File: config.mk
export PLATFORM = sky130hd
export DESIGN_NAME = ring_slot_scheduler
export DESIGN_NICKNAME = d
export VERILOG_FILES = /design/src/rtl/ring_slot_scheduler.sv
export SDC_FILE = /design/constraint.sdc
export NUM_CORES = 1
export LEC_CHECK = 0
export ABC_CLOCK_PERIOD_IN_PS = 2250
export BUFFER_PORTS_ARGS = -buffer_cell sky130_fd_sc_hd__clkbuf_2
export CAP_MARGIN = 5
export CORE_MARGIN = 2
export CORE_UTILIZATION = 46
export CTS_CLUSTER_DIAMETER = 50
export DETAILED_ROUTE_END_ITERATION = 7
export PLACE_DENSITY_LB_ADDON = 0.05
export SYNTH_ARGS = -nofsm -noshare
export SYNTH_HDL_FRONTEND = slang
export SYNTH_SLANG_ARGS = --single-unit
File: constraint.sdc
create_clock -name clk -period 2.25 [get_ports clk]
set_input_delay 0 -clock clk [delete_from_list [all_inputs] [get_ports clk]]
set_output_delay 0 -clock clk [all_outputs]
set_load 0.05 [all_outputs]
File: src/rtl/ring_slot_scheduler.sv
`default_nettype none
// ============================================================================
// Module   : ring_slot_scheduler
// Purpose  : Round-robin time-slot scheduler built on a one-hot rotating
//            token ring. The slot holding the token may claim the shared
//            resource. A grant lasts until the request drops or MAX_HOLD
//            cycles have passed. Idle slots are stepped past one per cycle.
// Ports    : clk      - clock, every state update on the rising edge
//            rst      - synchronous reset, active-high
//            en       - run enable; 0 parks the token once a grant finishes
//            req      - per-slot level-sensitive request [N-1:0]
//            gnt      - registered one-hot grant, all-zero when idle [N-1:0]
//            gnt_vld  - registered, high exactly when gnt != 0
//            slot     - index of the current token position [SLOT_W-1:0]
//            token    - one-hot ring state, always 1 << slot [N-1:0]
//            wrap     - one-cycle pulse after the token moves N-1 -> 0
// Options  : RING_SKIP_EN - when defined, a scan with en=1 jumps the token in
//            one edge to the first requesting slot (circular, starting at
//            the current slot) and grants it on that same edge.
// Revision : 1.0 - initial release
// ============================================================================
module ring_slot_scheduler #(
    parameter int N        = 14,
    parameter int SLOT_W   = 4,
    parameter int MAX_HOLD = 8,
    parameter int START    = 0
) (
    input  logic              clk,
    input  logic              rst,
    input  logic              en,
    input  logic [N-1:0]      req,
    output logic [N-1:0]      gnt,
    output logic              gnt_vld,
    output logic [SLOT_W-1:0] slot,
    output logic [N-1:0]      token,
    output logic              wrap
);

    localparam int CNT_W = $clog2(MAX_HOLD + 1);

    localparam logic [SLOT_W-1:0] c_last        = SLOT_W'(N - 1);
    localparam logic [SLOT_W-1:0] c_start       = SLOT_W'(START);
    localparam logic [N-1:0]      c_start_token = N'(1) << START;
    localparam logic [CNT_W-1:0]  c_max_hold    = CNT_W'(MAX_HOLD);

    typedef enum logic [1:0] {
        ST_IDLE  = 2'd0,
        ST_SCAN  = 2'd1,
        ST_GRANT = 2'd2
    } state_t;

    state_t            r_state;
    logic [N-1:0]      r_token;
    logic [SLOT_W-1:0] r_slot;
    logic [N-1:0]      r_gnt;
    logic              r_gnt_vld;
    logic [CNT_W-1:0]  r_cnt;
    logic              r_wrap;

    state_t            w_state_n;
    logic [N-1:0]      w_token_n;
    logic [SLOT_W-1:0] w_slot_n;
    logic [N-1:0]      w_gnt_n;
    logic              w_gnt_vld_n;
    logic [CNT_W-1:0]  w_cnt_n;
    logic              w_wrap_n;

    // Single-step rotation of the ring and the matching index/wrap values.
    logic [N-1:0]      w_rot_token;
    logic [SLOT_W-1:0] w_rot_slot;
    logic              w_rot_wrap;
    logic              w_req_here;

    assign w_rot_token = {r_token[N-2:0], r_token[N-1]};
    assign w_rot_wrap  = (r_slot == c_last);
    assign w_rot_slot  = w_rot_wrap ? '0 : r_slot + SLOT_W'(1);
    assign w_req_here  = req[r_slot];

`ifdef RING_SKIP_EN
    // Circular first-requester search starting at the token slot itself.
    // The wide index lets slot+offset exceed N before folding back.
    logic              w_hit;
    logic [SLOT_W-1:0] w_hit_slot;
    logic              w_hit_wrap;
    logic [N-1:0]      w_hit_token;
    logic [SLOT_W:0]   w_idx;

    always_comb begin
        w_hit      = 1'b0;
        w_hit_slot = r_slot;
        w_hit_wrap = 1'b0;
        w_idx      = '0;
        for (int i = 0; i < N; i++) begin
            w_idx = {1'b0, r_slot} + (SLOT_W + 1)'(i);
            if (w_idx >= (SLOT_W + 1)'(N)) begin
                w_idx = w_idx - (SLOT_W + 1)'(N);
            end
            if (!w_hit && req[w_idx[SLOT_W-1:0]]) begin
                w_hit      = 1'b1;
                w_hit_slot = w_idx[SLOT_W-1:0];
                // Folding back past N means the jump crossed N-1 -> 0.
                w_hit_wrap = ({1'b0, r_slot} + (SLOT_W + 1)'(i)) >= (SLOT_W + 1)'(N);
            end
        end
        w_hit_token = N'(1) << w_hit_slot;
    end
`endif

    always_comb begin
        w_state_n   = r_state;
        w_token_n   = r_token;
        w_slot_n    = r_slot;
        w_gnt_n     = r_gnt;
        w_gnt_vld_n = r_gnt_vld;
        w_cnt_n     = r_cnt;
        w_wrap_n    = 1'b0;

        case (r_state)
            ST_IDLE: begin
                // Leaving IDLE never moves the token.
                if (en) begin
                    w_state_n = ST_SCAN;
                end
            end

            ST_SCAN: begin
`ifdef RING_SKIP_EN
                if (en) begin
                    // With no request anywhere the token simply waits.
                    if (w_hit) begin
                        w_token_n   = w_hit_token;
                        w_slot_n    = w_hit_slot;
                        w_wrap_n    = w_hit_wrap;
                        w_gnt_n     = w_hit_token;
                        w_gnt_vld_n = 1'b1;
                        w_cnt_n     = CNT_W'(1);
                        w_state_n   = ST_GRANT;
                    end
                end else if (w_req_here) begin
                    w_gnt_n     = r_token;
                    w_gnt_vld_n = 1'b1;
                    w_cnt_n     = CNT_W'(1);
                    w_state_n   = ST_GRANT;
                end else begin
                    w_state_n = ST_IDLE;
                end
`else
                // A request at the token slot is honoured even with en=0.
                if (w_req_here) begin
                    w_gnt_n     = r_token;
                    w_gnt_vld_n = 1'b1;
                    w_cnt_n     = CNT_W'(1);
                    w_state_n   = ST_GRANT;
                end else if (en) begin
                    w_token_n = w_rot_token;
                    w_slot_n  = w_rot_slot;
                    w_wrap_n  = w_rot_wrap;
                end else begin
                    w_state_n = ST_IDLE;
                end
`endif
            end

            ST_GRANT: begin
                // en is only consulted at release so a grant is never cut.
                if (w_req_here && (r_cnt < c_max_hold)) begin
                    w_cnt_n = r_cnt + CNT_W'(1);
                end else begin
                    w_gnt_n     = '0;
                    w_gnt_vld_n = 1'b0;
                    w_cnt_n     = '0;
                    w_token_n   = w_rot_token;
                    w_slot_n    = w_rot_slot;
                    w_wrap_n    = w_rot_wrap;
                    w_state_n   = en ? ST_SCAN : ST_IDLE;
                end
            end

            default: begin
                w_state_n = ST_IDLE;
            end
        endcase
    end

    always_ff @(posedge clk) begin
        if (rst) begin
            r_state   <= ST_IDLE;
            r_token   <= c_start_token;
            r_slot    <= c_start;
            r_gnt     <= '0;
            r_gnt_vld <= 1'b0;
            r_cnt     <= '0;
            r_wrap    <= 1'b0;
        end else begin
            r_state   <= w_state_n;
            r_token   <= w_token_n;
            r_slot    <= w_slot_n;
            r_gnt     <= w_gnt_n;
            r_gnt_vld <= w_gnt_vld_n;
            r_cnt     <= w_cnt_n;
            r_wrap    <= w_wrap_n;
        end
    end

    assign gnt     = r_gnt;
    assign gnt_vld = r_gnt_vld;
    assign slot    = r_slot;
    assign token   = r_token;
    assign wrap    = r_wrap;

endmodule
`default_nettype wire

==> results of run 1 <==
[worst paths after layout]
path              endpoint    start  cells after the start  slack [ns]
setup / recovery   gnt[10]  slot[0]                      8       -0.11
setup reg to reg   gnt[10]  slot[0]                      8       -0.11
hold reg to reg    gnt_vld  gnt_vld                      1        0.46
hold / removal        wrap       en                      3        0.08
[routing by layer]
metal | share of wire (%) | vias to the layer above | global-route usage [%] | wire length [µm]
met4 | 1.6 | 0 | 8.42 | 78
met1 | 39 | 812 | 24.2 | 1920
li1 | - | 796 | - | -
met3 | 4.6 | 9 | 4.50 | 224
met2 | 55 | 49 | 40.5 | 2680
met5 | 0 | - | 0 | 0
[layout make-up]
class,instances,share of cell area [%]
Multi-Input combinational cell,120,41.4
Inverter,9,1.31
Clock buffer,6,2.82
Clock inverter,2,0.632
Tap cell,50,2.43
Timing Repair Buffer,75,19.9
Sequential cell,40,31.4
[through the flow]
| step | TNS (ns) | setup WS [ns] | cells |
|---|---|---|---|
| floorplan | -4.19 | -0.312 | 181 |
| global placement | -1.21 | -0.0748 | 283 |
| detailed placement | -3.23 | -0.166 | 283 |
| CTS | -3.28 | -0.116 | 296 |
| global route | -5.01 | -0.184 | 302 |
| finish | -2.02 | -0.109 | 302 |
[cells by family after synthesis]
family / count (synthesis)
fa+ha+maj: 5
xor+xnor: 1
compound gates: 46
mux: 22
buf+inv: 21
flops: 40
simple gates: 46
[power by group through the flow]
stage | clock, mW | combinational, mW | sequential [mW]
global route | 0.505 | 1.26 | 0.850
global placement | 0 | 0.888 | 0.853
floorplan | 0 | 0.574 | 0.973
CTS | 0.479 | 1.06 | 0.838
finish | 0.463 | 1.18 | 0.839
detailed placement | 0 | 0.921 | 0.855
[synth_stat cells, types with 4 or more instances]
master    count  area share (%)
a21oi_1       7             1.9
a22o_1       14             6.6
clkbuf_1      5             1.0
dfxtp_1      40              43
ha_1          5             3.4
inv_1         9             1.8
mux2_2        4             2.4
mux2i_1      15             8.1
nand2_1       7             1.4
nand3_1       5             1.4
nor2_1       21             4.3
nor3_1        4             1.1
o21ai_0       4             1.1
[placed cells by master, fill, tap and decap left out, drive strengths merged, types with 3 or more instances in the layout]
cell / count
clkbuf: 57
nor2: 21
ha: 5
inv: 9
o32ai: 3
a22o: 14
mux2i: 15
nand2: 7
a21oi: 8
buf: 23
nand3: 5
mux4: 3
o21ai: 4
mux2: 4
dfxtp: 40
nor3: 4
[critical path, cell delays in order, from the launching register on]
cell       delay [ns]
dfxtp_4          0.40
mux4_2           0.54
a311oi_4         0.37
buf_4            0.20
a2111oi_4        0.05
o21ai_2          0.16
a21oi_2          0.09
bufbuf_16        0.29
a22o_1           0.17
[registers in the layout, summed over array words and instances (netlist names)]
| name | flops |
|---|---|
| wrap | 1 |
| r_cnt | 4 |
| slot | 4 |
| token | 14 |
| gnt | 14 |
| r_state | 2 |
| gnt_vld | 1 |
[what timing repair did]
action	in CTS	in global routing
buffers inserted	4	6
resized for setup	15	8
setup endpoints to repair	36	38
gates cloned	1	1
pin swaps	5	17
==> report_table.html, run 1 <==
<table>
<tr><th>Metric</th><th>Value</th></tr>
<tr><th colspan="2">Route</th></tr>
<tr><td>Initial detailed-routing violation count</td><td>104</td></tr>
<tr><td>Final antenna-violating net count</td><td>0</td></tr>
<tr><td>Residual DRC count</td><td>0</td></tr>
<tr><td>Length of the first detailed-routing pass in iterations</td><td>4</td></tr>
<tr><td>Per-cell via count in the routed design</td><td>5.52</td></tr>
<tr><td>Average wire per cell in the routed design</td><td>16.3 µm</td></tr>
<tr><td>Total vias in the final route</td><td>1,666</td></tr>
<tr><td>Total routed wirelength</td><td>4910 µm</td></tr>
<tr><th colspan="2">CTS</th></tr>
<tr><td>Clock Sinks</td><td>40</td></tr>
<tr><td>Number of buffers inserted for hold repair after clock tree synthesis</td><td>0</td></tr>
<tr><td>Max clock buf depth</td><td>2</td></tr>
<tr><td>H-tree level count</td><td>2</td></tr>
<tr><td>Clock network latency to the later pin of the worst-skew pair</td><td>0.29 ns</td></tr>
<tr><td>Number of buffers inserted during clock tree synthesis</td><td>5</td></tr>
<tr><td>Clk slew on worst S/H paths</td><td>0.07 ns</td></tr>
<tr><td>TritonCTS clock tree</td><td>yes</td></tr>
<tr><td>Root cell of the clock tree</td><td>clkbuf_8</td></tr>
<tr><th colspan="2">Outcome</th></tr>
<tr><td>Run status</td><td>complete, but fails checks</td></tr>
<tr><td>Failing checks</td><td>setup timing</td></tr>
<tr><th colspan="2">STA</th></tr>
<tr><td>Unrepaired setup endpoints after global routing</td><td>yes</td></tr>
<tr><td>Slew HR</td><td>66.6%</td></tr>
<tr><td>Slack of the critical path</td><td>-0.109 ns</td></tr>
<tr><td>Final hold violation count</td><td>0</td></tr>
<tr><td>Worst-Margin Slew</td><td>0.500 ns</td></tr>
<tr><td>F_max</td><td>0.424 GHz</td></tr>
<tr><td>Clock period minus final worst setup slack</td><td>2.36 ns</td></tr>
<tr><td>Fin Clk Skew</td><td>0.00945 ns</td></tr>
<tr><td>Period utilisation layout</td><td>105%</td></tr>
<tr><td>Number of endpoints failing setup at the final stage</td><td>35</td></tr>
<tr><td>Worst hold margin</td><td>0.0827 ns</td></tr>
<tr><td>Max-slew violation count</td><td>0</td></tr>
<tr><th colspan="2">Pwr</th></tr>
<tr><td>Maximum resistive drop on vdd</td><td>572 µV</td></tr>
<tr><td>Net switching component of the power</td><td>0.949 mW</td></tr>
<tr><td>Internal power</td><td>1.54 mW</td></tr>
<tr><td>Sequential fraction of design power</td><td>33.8%</td></tr>
<tr><td>Power share of the combinational group</td><td>47.6%</td></tr>
<tr><td>Leak Pwr</td><td>1.07 nW</td></tr>
<tr><td>Final Power</td><td>2.48 mW</td></tr>
<tr><td>PD cells</td><td>965 nW/µm²</td></tr>
<tr><td>Clock network power share</td><td>18.7%</td></tr>
<tr><td>Sw Ratio</td><td>38.2%</td></tr>
<tr><th colspan="2">Synthesis</th></tr>
<tr><td>Yosys Warn Count</td><td>0</td></tr>
<tr><td>Fraction of registers with async set or reset after synthesis</td><td>0%</td></tr>
<tr><td>Post-synth design cell area</td><td>1850 µm²</td></tr>
<tr><td>Cells after synthesis</td><td>181</td></tr>
<tr><td>Area fraction in compound gates after synthesis</td><td>21.5%</td></tr>
<tr><td>Count of different cell masters after synthesis</td><td>41</td></tr>
<tr><td>Number of enable flip-flop cells after synthesis</td><td>0</td></tr>
<tr><td>Simple-Gate Fraction of Synth Area</td><td>11.3%</td></tr>
<tr><td>Post-synthesis sequential area ratio</td><td>43.4%</td></tr>
<tr><td>Combinational family with the most area after synthesis</td><td>compound AO/OA/AOI/OAI gates</td></tr>
<tr><td>Share of the synthesized netlist area taken by xor and xnor gates</td><td>0.475%</td></tr>
<tr><td>Seq cells post-synth</td><td>40</td></tr>
<tr><td>Multiplexer area fraction after synthesis</td><td>14.2%</td></tr>
<tr><td>Syn Area/Cell</td><td>10.2 µm²</td></tr>
<tr><td>Net Count, Synth</td><td>203</td></tr>
<tr><td>Share of synthesized cell area in full adder, half adder and majority cells</td><td>3.39%</td></tr>
<tr><td>Top flip-flop cell by instance count after synthesis</td><td>dfxtp_1</td></tr>
<tr><th colspan="2">Global routing</th></tr>
<tr><td>Vias in the first global route</td><td>1,601</td></tr>
<tr><td>Overall overflow remaining after global route</td><td>0</td></tr>
<tr><td>Wire length of the first global-routing pass</td><td>7360 µm</td></tr>
<tr><td>Maximum number of pins on one net before global-route repair</td><td>28</td></tr>
<tr><td>GRT Util Overall</td><td>21.8%</td></tr>
<tr><td>Initial antenna violation count</td><td>0</td></tr>
<tr><th colspan="2">Worst setup path</th></tr>
<tr><td>Data required, critical path</td><td>2.43 ns</td></tr>
<tr><td>Data arrival time of the worst path</td><td>2.54 ns</td></tr>
<tr><td>Crit Path Class</td><td>register to register</td></tr>
<tr><td>Maximum fanout encountered on the critical timing path</td><td>8</td></tr>
<tr><td>Startpoint types</td><td>register</td></tr>
<tr><td>Critical path capture point type</td><td>register</td></tr>
<tr><th colspan="2">Placed design</th></tr>
<tr><td>HPWL reported at the end of detailed placement</td><td>3210 µm</td></tr>
<tr><td>Total cell area at the placement stage</td><td>2240 µm²</td></tr>
<tr><td>Routability cong.</td><td>0.861</td></tr>
<tr><td>Count of input and output buffers</td><td>50</td></tr>
<tr><th colspan="2">Cells and area</th></tr>
<tr><td>Layout fillers</td><td>335</td></tr>
<tr><td>ANT cells</td><td>0</td></tr>
<tr><td>Layout cell share with drive strength beyond 1</td><td>44.0%</td></tr>
<tr><td>Final core utilization</td><td>65.3%</td></tr>
<tr><td>Layout Nets</td><td>273</td></tr>
<tr><td>Area of combinational cells with multiple inputs</td><td>1070 µm²</td></tr>
<tr><td>Area overhead of the layout relative to synthesis</td><td>39.5%</td></tr>
<tr><td>Final instance area</td><td>2570 µm²</td></tr>
<tr><td>FF+latch area</td><td>810 µm²</td></tr>
<tr><th colspan="2">Flow run</th></tr>
<tr><td>Max_cap viols</td><td>0</td></tr>
<tr><th colspan="2">Floorplanning</th></tr>
<tr><td>Core ar.</td><td>3940 µm²</td></tr>
<tr><td>Number of top-level pins</td><td>51</td></tr>
<tr><td>Initial Util</td><td>46.8%</td></tr>
<tr><td>Floorplan die width</td><td>67.3 µm</td></tr>
<tr><td>Die H</td><td>67.3 µm</td></tr>
<tr><td>Die Footprint</td><td>4530 µm²</td></tr>
<tr><td>Number of placement rows</td><td>23</td></tr>
<tr><th colspan="2">Worst hold path</th></tr>
<tr><td>Hold Path Class</td><td>input port to register</td></tr>
</table>
Note: power is estimated with default switching activity, not from simulation.
==> run 2: changes to the inputs <==
--- a/config.mk
+++ b/config.mk
@@ -6,8 +6,9 @@
 export NUM_CORES = 1
 export LEC_CHECK = 0
 export ABC_CLOCK_PERIOD_IN_PS = 2250
-export BUFFER_PORTS_ARGS = -buffer_cell sky130_fd_sc_hd__clkbuf_2
+export BUFFER_PORTS_ARGS = -buffer_cell sky130_fd_sc_hd__buf_2
 export CAP_MARGIN = 5
+export CORE_ASPECT_RATIO = 2
 export CORE_MARGIN = 2
 export CORE_UTILIZATION = 46
 export CTS_CLUSTER_DIAMETER = 50
==> report_table.html, run 2 (same netlist as run 1, synthesis figures left out) <==
<table>
<tr><th>Metric</th><th>Value</th></tr>
<tr><th colspan="2">STA</th></tr>
<tr><td>Slew HR</td><td>70.4% (was 66.6%)</td></tr>
<tr><td>Max-slew violation count</td><td>0 (unchanged)</td></tr>
<tr><td>F_max</td><td>0.432 GHz (was 0.424 GHz)</td></tr>
<tr><td>Unrepaired setup endpoints after global routing</td><td>yes (unchanged)</td></tr>
<tr><td>Worst-Margin Slew</td><td>0.443 ns (was 0.500 ns)</td></tr>
<tr><td>Total Negative Setup Slacks</td><td>-0.414 ns (was -2.02 ns)</td></tr>
<tr><td>Final hold violation count</td><td>0 (unchanged)</td></tr>
<tr><td>Period utilisation layout</td><td>103% (was 105%)</td></tr>
<tr><td>Number of endpoints failing setup at the final stage</td><td>14 (was 35)</td></tr>
<tr><td>Clock period minus final worst setup slack</td><td>2.32 ns (was 2.36 ns)</td></tr>
<tr><td>Slack of the critical path</td><td>-0.0675 ns (was -0.109 ns)</td></tr>
<tr><td>Fin Clk Skew</td><td>0.00564 ns (was 0.00945 ns)</td></tr>
<tr><th colspan="2">CTS</th></tr>
<tr><td>Number of buffers inserted for hold repair after clock tree synthesis</td><td>0 (unchanged)</td></tr>
<tr><td>H-tree level count</td><td>2 (unchanged)</td></tr>
<tr><td>Root cell of the clock tree</td><td>clkbuf_8 (unchanged)</td></tr>
<tr><td>Clk slew on worst S/H paths</td><td>0.08 ns (was 0.07 ns)</td></tr>
<tr><td>Clock network latency to the later pin of the worst-skew pair</td><td>0.28 ns (was 0.29 ns)</td></tr>
<tr><td>TritonCTS clock tree</td><td>yes (unchanged)</td></tr>
<tr><td>Max clock buf depth</td><td>2 (unchanged)</td></tr>
<tr><td>Clock Sinks</td><td>40 (unchanged)</td></tr>
<tr><td>Number of buffers inserted during clock tree synthesis</td><td>5 (unchanged)</td></tr>
<tr><th colspan="2">Global routing</th></tr>
<tr><td>Vias in the first global route</td><td>1,675 (was 1,601)</td></tr>
<tr><td>Maximum number of pins on one net before global-route repair</td><td>28 (unchanged)</td></tr>
<tr><td>GRT Util Overall</td><td>21.4% (was 21.8%)</td></tr>
<tr><td>Initial antenna violation count</td><td>0 (unchanged)</td></tr>
<tr><td>Wire length of the first global-routing pass</td><td>7720 µm (was 7360 µm)</td></tr>
<tr><td>Overall overflow remaining after global route</td><td>0 (unchanged)</td></tr>
<tr><th colspan="2">Worst setup path</th></tr>
<tr><td>Data arrival time of the worst path</td><td>2.53 ns (was 2.54 ns)</td></tr>
<tr><td>Crit Path Class</td><td>register to register (unchanged)</td></tr>
<tr><td>Critical path capture point type</td><td>register (unchanged)</td></tr>
<tr><td>Maximum fanout encountered on the critical timing path</td><td>6 (was 8)</td></tr>
<tr><td>Startpoint types</td><td>register (unchanged)</td></tr>
<tr><td>Data required, critical path</td><td>2.47 ns (was 2.43 ns)</td></tr>
<tr><th colspan="2">Floorplanning</th></tr>
<tr><td>Core ar.</td><td>3840 µm² (was 3940 µm²)</td></tr>
<tr><td>Number of placement rows</td><td>32 (was 23)</td></tr>
<tr><td>Die Footprint</td><td>4570 µm² (was 4530 µm²)</td></tr>
<tr><td>Die H</td><td>93.6 µm (was 67.3 µm)</td></tr>
<tr><td>Number of top-level pins</td><td>51 (unchanged)</td></tr>
<tr><td>Initial Util</td><td>48.0% (was 46.8%)</td></tr>
<tr><td>Floorplan die width</td><td>48.8 µm (was 67.3 µm)</td></tr>
<tr><th colspan="2">Placed design</th></tr>
<tr><td>Count of input and output buffers</td><td>50 (unchanged)</td></tr>
<tr><td>Routability cong.</td><td>0.876 (was 0.861)</td></tr>
<tr><td>HPWL reported at the end of detailed placement</td><td>3270 µm (was 3210 µm)</td></tr>
<tr><th colspan="2">Pwr</th></tr>
<tr><td>PD cells</td><td>988 nW/µm² (was 965 nW/µm²)</td></tr>
<tr><td>Leak Pwr</td><td>1.10 nW (was 1.07 nW)</td></tr>
<tr><td>Maximum resistive drop on vdd</td><td>880 µV (was 572 µV)</td></tr>
<tr><th colspan="2">Cells and area</th></tr>
<tr><td>Leading cell type in the layout, fill and taps excluded</td><td>buf_2 (was clkbuf_2)</td></tr>
<tr><td>Commonest cells after routing, fill and taps aside</td><td>buf_2 (51), dfxtp_1 (37), nor2_1 (21), buf_4 (17), mux2i_1 (15) (was clkbuf_2 (50), dfxtp_1 (37), nor2_1 (21), buf_4 (19), mux2i_1 (15))</td></tr>
<tr><td>Final core utilization</td><td>66.6% (was 65.3%)</td></tr>
<tr><td>Area overhead of the layout relative to synthesis</td><td>38.7% (was 39.5%)</td></tr>
<tr><td>Layout Nets</td><td>274 (was 273)</td></tr>
<tr><td>Layout cell share with drive strength beyond 1</td><td>43.5% (was 44.0%)</td></tr>
<tr><td>ANT cells</td><td>0 (unchanged)</td></tr>
<tr><th colspan="2">Outcome</th></tr>
<tr><td>Run status</td><td>complete, but fails checks (unchanged)</td></tr>
<tr><td>Failing checks</td><td>setup timing (unchanged)</td></tr>
<tr><th colspan="2">Route</th></tr>
<tr><td>Final antenna-violating net count</td><td>0 (unchanged)</td></tr>
<tr><td>Length of the first detailed-routing pass in iterations</td><td>4 (unchanged)</td></tr>
<tr><td>Total vias in the final route</td><td>1,654 (was 1,666)</td></tr>
<tr><td>Total routed wirelength</td><td>4790 µm (was 4910 µm)</td></tr>
<tr><td>Initial detailed-routing violation count</td><td>30 (was 104)</td></tr>
<tr><td>Average wire per cell in the routed design</td><td>15.8 µm (was 16.3 µm)</td></tr>
<tr><td>Per-cell via count in the routed design</td><td>5.44 (was 5.52)</td></tr>
<tr><td>Residual DRC count</td><td>0 (unchanged)</td></tr>
<tr><th colspan="2">Worst hold path</th></tr>
<tr><td>Hold Path Class</td><td>input port to register (unchanged)</td></tr>
<tr><th colspan="2">Flow run</th></tr>
<tr><td>Max_cap viols</td><td>0 (unchanged)</td></tr>
</table>
-- run 2: changes by cell type in the layout (fill, tap and decap cells not counted), moves of 2 or more --
cell / change
buf_6: +2
buf_2: +51
clkinv_1: +2
clkbuf_2: -50
buf_4: -2
-- run 2: timing repair --
action                                  4_1_cts  5_1_grt
endpoints found under the setup margin       35       37
resized for setup                             7       14
setup buffers                                 2        7
pin swaps                                     4       10
gates cloned                                  0        2
-- run 2: worst max-delay path: stages, from the launching register on --
cell	delay [ns]
dfxtp_4	0.39
mux4_2	0.54
a211oi_4	0.24
buf_6	0.16
a2111oi_4	0.06
a311o_2	0.35
or3_1	0.36
a21oi_2	0.14
-- run 2: layout make-up --
class | instances | area, µm²
Sequential cell | 40 | 810
Clock buffer | 5 | 68.8
Multi-Input combinational cell | 121 | 1050
Clock inverter | 3 | 37.5
Tap cell | 51 | 63.8
Timing Repair Buffer | 75 | 493
Fill cell | 331 | 1280
Inverter | 9 | 33.8
-- run 2: metal layers --
metal	global-route usage (%)	vias to the layer above	part of all wire [%]
met5	0	-	0
met4	12.4	0	2.2
met3	3.67	11	3.1
met2	39.3	47	57
met1	22.2	794	37
li1	-	802	-
-- run 2: power by group --
part	internal, mW	switching, mW	total [mW]	leakage [nW]
logic	0.516	0.617	1.13	0.723
registers	0.769	0.0696	0.838	0.325
clock network	0.323	0.236	0.559	0.0532
-- run 2: through the flow --
stage | std cells | total power [mW] | hold WS, ns | instance area (µm²) | worst slack, ns
after floorplan | 181 | 1.55 | 0.159 | 1880 | -0.312
after global placement | 285 | 1.74 | 0.336 | 2240 | -0.0983
after detailed placement | 285 | 1.76 | 0.333 | 2240 | -0.174
after CTS | 295 | 2.37 | 0.0249 | 2390 | -0.142
after global routing | 304 | 2.66 | 0.0780 | 2560 | -0.149
final | 304 | 2.53 | 0.0506 | 2560 | -0.0675
-- run 2: path summary, 6_finish.rpt --
kind            from         end  slack [ns]  cells after the start
max reg2reg  slot[0]  r_state[0]       -0.07                      7
min reg2reg  gnt_vld     gnt_vld        0.45                      1
min               en        wrap        0.05                      3
max          slot[0]  r_state[0]       -0.07                      7
==> run 3: changes to the inputs <==
--- a/config.mk
+++ b/config.mk
@@ -13,7 +13,9 @@
 export CORE_UTILIZATION = 46
 export CTS_CLUSTER_DIAMETER = 50
 export DETAILED_ROUTE_END_ITERATION = 7
+export MAX_ROUTING_LAYER = met4
 export PLACE_DENSITY_LB_ADDON = 0.05
+export REMOVE_ABC_BUFFERS = 1
 export SYNTH_ARGS = -nofsm -noshare
 export SYNTH_HDL_FRONTEND = slang
 export SYNTH_SLANG_ARGS = --single-unit
==> report_table.html, run 3 (same netlist as run 1, synthesis figures left out) <==
<table>
<tr><th>Metric</th><th>Value</th></tr>
<tr><th colspan="2">Cells and area</th></tr>
<tr><td>Final core utilization</td><td>62.7% (was 66.6%)</td></tr>
<tr><td>FF+latch area</td><td>806 µm² (was 810 µm²)</td></tr>
<tr><td>Layout cell share with drive strength beyond 1</td><td>38.8% (was 43.5%)</td></tr>
<tr><td>Leading cell type in the layout, fill and taps excluded</td><td>buf_2 (unchanged)</td></tr>
<tr><td>Commonest cells after routing, fill and taps aside</td><td>buf_2 (50), dfxtp_1 (38), nor2_1 (21), mux2i_1 (15), buf_4 (15) (was buf_2 (51), dfxtp_1 (37), nor2_1 (21), buf_4 (17), mux2i_1 (15))</td></tr>
<tr><td>ANT cells</td><td>0 (unchanged)</td></tr>
<tr><td>Layout Nets</td><td>266 (was 274)</td></tr>
<tr><td>Area overhead of the layout relative to synthesis</td><td>30.6% (was 38.7%)</td></tr>
<tr><td>Area of combinational cells with multiple inputs</td><td>1000 µm² (was 1050 µm²)</td></tr>
<tr><td>Number of standard cells in the final layout excluding fillers</td><td>296 (was 304)</td></tr>
<tr><td>Layout fillers</td><td>353 (was 331)</td></tr>
<tr><th colspan="2">Worst hold path</th></tr>
<tr><td>Hold Startpoint</td><td>en (unchanged)</td></tr>
<tr><td>Instance count along the most critical hold path</td><td>3 (unchanged)</td></tr>
<tr><td>Hold Path Class</td><td>input port to register (unchanged)</td></tr>
<tr><td>Hold path endpoint</td><td>wrap (unchanged)</td></tr>
<tr><th colspan="2">Pwr</th></tr>
<tr><td>Net switching component of the power</td><td>0.862 mW (was 0.923 mW)</td></tr>
<tr><td>Power share of the combinational group</td><td>43.1% (was 44.8%)</td></tr>
<tr><td>Sw Ratio</td><td>37.3% (was 36.5%)</td></tr>
<tr><td>Clock network power share</td><td>20.8% (was 22.1%)</td></tr>
<tr><td>Maximum resistive drop on vdd</td><td>742 µV (was 880 µV)</td></tr>
<tr><td>Leak Pwr</td><td>1.04 nW (was 1.10 nW)</td></tr>
<tr><td>Internal power</td><td>1.45 mW (was 1.61 mW)</td></tr>
<tr><td>PD cells</td><td>960 nW/µm² (was 988 nW/µm²)</td></tr>
<tr><td>Sequential fraction of design power</td><td>36.1% (was 33.1%)</td></tr>
<tr><th colspan="2">Route</th></tr>
<tr><td>Total routed wirelength</td><td>4580 µm (was 4790 µm)</td></tr>
<tr><td>Length of the first detailed-routing pass in iterations</td><td>4 (unchanged)</td></tr>
<tr><td>Met2 wirelength from detailed routing</td><td>2580 µm (was 2750 µm)</td></tr>
<tr><td>Average wire per cell in the routed design</td><td>15.5 µm (was 15.8 µm)</td></tr>
<tr><td>Total vias in the final route</td><td>1,604 (was 1,654)</td></tr>
<tr><td>Met3 Wirelength</td><td>121 µm (was 151 µm)</td></tr>
<tr><td>Initial detailed-routing violation count</td><td>35 (was 30)</td></tr>
<tr><td>Max Used Layer</td><td>met4 (unchanged)</td></tr>
<tr><td>Residual DRC count</td><td>0 (unchanged)</td></tr>
<tr><td>Wire length on met1</td><td>1780 µm (was 1790 µm)</td></tr>
<tr><td>Final antenna-violating net count</td><td>0 (unchanged)</td></tr>
<tr><td>Per-cell via count in the routed design</td><td>5.42 (was 5.44)</td></tr>
<tr><th colspan="2">Worst setup path</th></tr>
<tr><td>Startpoint types</td><td>register (unchanged)</td></tr>
<tr><td>Crit-path leading delay family</td><td>compound AO/OA/AOI/OAI gates (unchanged)</td></tr>
<tr><td>FF-to-FF End</td><td>r_state[0] (unchanged)</td></tr>
<tr><td>Worst reg2reg setup slack</td><td>-0.04 ns (was -0.07 ns)</td></tr>
<tr><td>Data arrival time of the worst path</td><td>2.51 ns (was 2.53 ns)</td></tr>
<tr><td>Crit path buffers/inverters</td><td>0 (was 1)</td></tr>
<tr><td>Slowest cell on crit path</td><td>mux4_2 (unchanged)</td></tr>
<tr><td>Reg2Reg Depth</td><td>6 (was 7)</td></tr>
<tr><td>Worst setup path start</td><td>slot[0] (unchanged)</td></tr>
<tr><td>Crit Path Class</td><td>register to register (unchanged)</td></tr>
<tr><td>Critical path capture point type</td><td>register (unchanged)</td></tr>
<tr><td>Launch point of the worst reg-to-reg path</td><td>slot[0] (unchanged)</td></tr>
<tr><td>CP cell instances</td><td>mux4_2 &gt; a311oi_4 &gt; a2111oi_4 &gt; a311o_2 &gt; or3_1 &gt; a21oi_1 (was mux4_2 &gt; a211oi_4 &gt; buf_6 &gt; a2111oi_4 &gt; a311o_2 &gt; or3_1 &gt; a21oi_2)</td></tr>
<tr><td>Worst stage delay on the critical path</td><td>0.55 ns (was 0.54 ns)</td></tr>
<tr><td>Maximum fanout encountered on the critical timing path</td><td>5 (was 6)</td></tr>
<tr><td>Data required, critical path</td><td>2.47 ns (about the same)</td></tr>
<tr><th colspan="2">STA</th></tr>
<tr><td>Final hold violation count</td><td>0 (unchanged)</td></tr>
<tr><td>Worst-Margin Slew</td><td>0.614 ns (was 0.443 ns)</td></tr>
<tr><td>Fin Clk Skew</td><td>0.00613 ns (was 0.00564 ns)</td></tr>
<tr><td>Max-slew violation count</td><td>0 (unchanged)</td></tr>
<tr><td>Clock period minus final worst setup slack</td><td>2.29 ns (was 2.32 ns)</td></tr>
<tr><td>Slew HR</td><td>58.9% (was 70.4%)</td></tr>
<tr><td>Slack of the critical path</td><td>-0.0408 ns (was -0.0675 ns)</td></tr>
<tr><td>Unrepaired setup endpoints after global routing</td><td>yes (unchanged)</td></tr>
<tr><td>Period utilisation layout</td><td>102% (was 103%)</td></tr>
<tr><td>Number of endpoints failing setup at the final stage</td><td>21 (was 14)</td></tr>
<tr><td>F_max</td><td>0.437 GHz (was 0.432 GHz)</td></tr>
<tr><th colspan="2">Floorplanning</th></tr>
<tr><td>Initial Util</td><td>48.0% (unchanged)</td></tr>
<tr><td>Die Footprint</td><td>4570 µm² (unchanged)</td></tr>
<tr><td>Floorplan die width</td><td>48.8 µm (unchanged)</td></tr>
<tr><td>Number of placement rows</td><td>32 (unchanged)</td></tr>
<tr><td>Die H</td><td>93.6 µm (unchanged)</td></tr>
<tr><td>Core ar.</td><td>3840 µm² (unchanged)</td></tr>
<tr><td>Number of top-level pins</td><td>51 (unchanged)</td></tr>
<tr><th colspan="2">Outcome</th></tr>
<tr><td>Failing checks</td><td>setup timing (unchanged)</td></tr>
<tr><td>Run status</td><td>complete, but fails checks (unchanged)</td></tr>
<tr><th colspan="2">Global routing</th></tr>
<tr><td>Initial antenna violation count</td><td>0 (unchanged)</td></tr>
<tr><td>Overall overflow remaining after global route</td><td>0 (unchanged)</td></tr>
<tr><td>Vias in the first global route</td><td>1,609 (was 1,675)</td></tr>
<tr><td>Maximum number of pins on one net before global-route repair</td><td>29 (was 28)</td></tr>
<tr><td>Wire length of the first global-routing pass</td><td>7590 µm (was 7720 µm)</td></tr>
<tr><td>GRT Util Overall</td><td>21.9% (was 21.4%)</td></tr>
<tr><th colspan="2">Flow run</th></tr>
<tr><td>Max_cap viols</td><td>0 (unchanged)</td></tr>
<tr><th colspan="2">CTS</th></tr>
<tr><td>H-tree level count</td><td>2 (unchanged)</td></tr>
<tr><td>Max clock buf depth</td><td>2 (unchanged)</td></tr>
<tr><td>Root cell of the clock tree</td><td>clkbuf_8 (unchanged)</td></tr>
<tr><td>TritonCTS clock tree</td><td>yes (unchanged)</td></tr>
<tr><td>Clock network latency to the later pin of the worst-skew pair</td><td>0.29 ns (was 0.28 ns)</td></tr>
<tr><td>Number of buffers inserted during clock tree synthesis</td><td>5 (unchanged)</td></tr>
<tr><td>Number of buffers inserted for hold repair after clock tree synthesis</td><td>0 (unchanged)</td></tr>
<tr><td>Clk slew on worst S/H paths</td><td>0.07 ns (was 0.08 ns)</td></tr>
<tr><td>Clock Sinks</td><td>40 (unchanged)</td></tr>
<tr><th colspan="2">Placed design</th></tr>
<tr><td>Routability cong.</td><td>0.892 (was 0.876)</td></tr>
<tr><td>Instance count after placement with tap cells included</td><td>286 (was 285)</td></tr>
<tr><td>Count of input and output buffers</td><td>50 (unchanged)</td></tr>
<tr><td>HPWL reported at the end of detailed placement</td><td>3400 µm (was 3270 µm)</td></tr>
</table>
## run 3: changes by cell type in the layout (fill, tap and decap cells not counted), sizes merged
cell / delta
a211o: -1
bufinv: -1
buf: -6
clkbuf: +2
clkinv: -2
## run 3: power by group through the flow
| stage | logic (mW) | registers, mW | clock network, mW |
|---|---|---|---|
| finish | 0.998 | 0.835 | 0.481 |
| global route | 1.07 | 0.845 | 0.532 |
| CTS | 0.980 | 0.835 | 0.496 |
| detailed placement | 0.923 | 0.846 | 0 |
| global placement | 0.906 | 0.842 | 0 |
| floorplan | 0.467 | 0.994 | 0 |
## run 3: metrics by stage
stage	TNS (ns)	instance area (µm²)	total power, mW	setup slack, ns	hold slack [ns]
5_1_grt	-3.94	2410	2.44	-0.160	0.0594
3_3_place_gp	-5.03	2240	1.75	-0.200	0.346
4_1_cts	-0.718	2380	2.31	-0.0561	0.0505
6_report	-0.244	2410	2.31	-0.0408	0.0660
2_1_floorplan	-23.44	1770	1.46	-0.727	0.0691
3_5_place_dp	-8.89	2240	1.77	-0.317	0.360
## run 3: area by class of cell
class	instances	share of cell area, %
clock buffer	8	3.74
inverter	9	1.40
multi-input combinational	120	41.6
sequential	40	33.4
tap	51	2.65
timing repair buffer	68	17.2
## run 3: worst max path at each step
stage          slack [ns]  depth (start not counted)         end
5_1_grt             -0.16                          8    token[2]
4_1_cts             -0.06                          6  r_state[0]
3_3_place_gp        -0.20                          6  r_state[0]
6_report            -0.04                          6  r_state[0]
2_1_floorplan       -0.73                          6    token[1]
3_5_place_dp        -0.32                          6  r_state[0]
## run 3: worst min-delay path, stage by stage
cell     delay (ns)
buf_2          0.15
nand3_1        0.09
a21oi_1        0.07
## run 3: layer usage
| metal | track usage [%] | vias to the layer above |
|---|---|---|
| li1 | - | 785 |
| met1 | 22.3 | 778 |
| met2 | 41.0 | 33 |
| met3 | 3.19 | 8 |
| met4 | 9.29 | 0 |
| met5 | - | - |
## run 3: timing repair
action | CTS | global route
endpoints found under the setup margin | 36 | 35
endpoints found under the hold margin | 0 | 0
pin swaps | 5 | 2
resized for setup | 9 | 7
setup buffers | 1 | 1
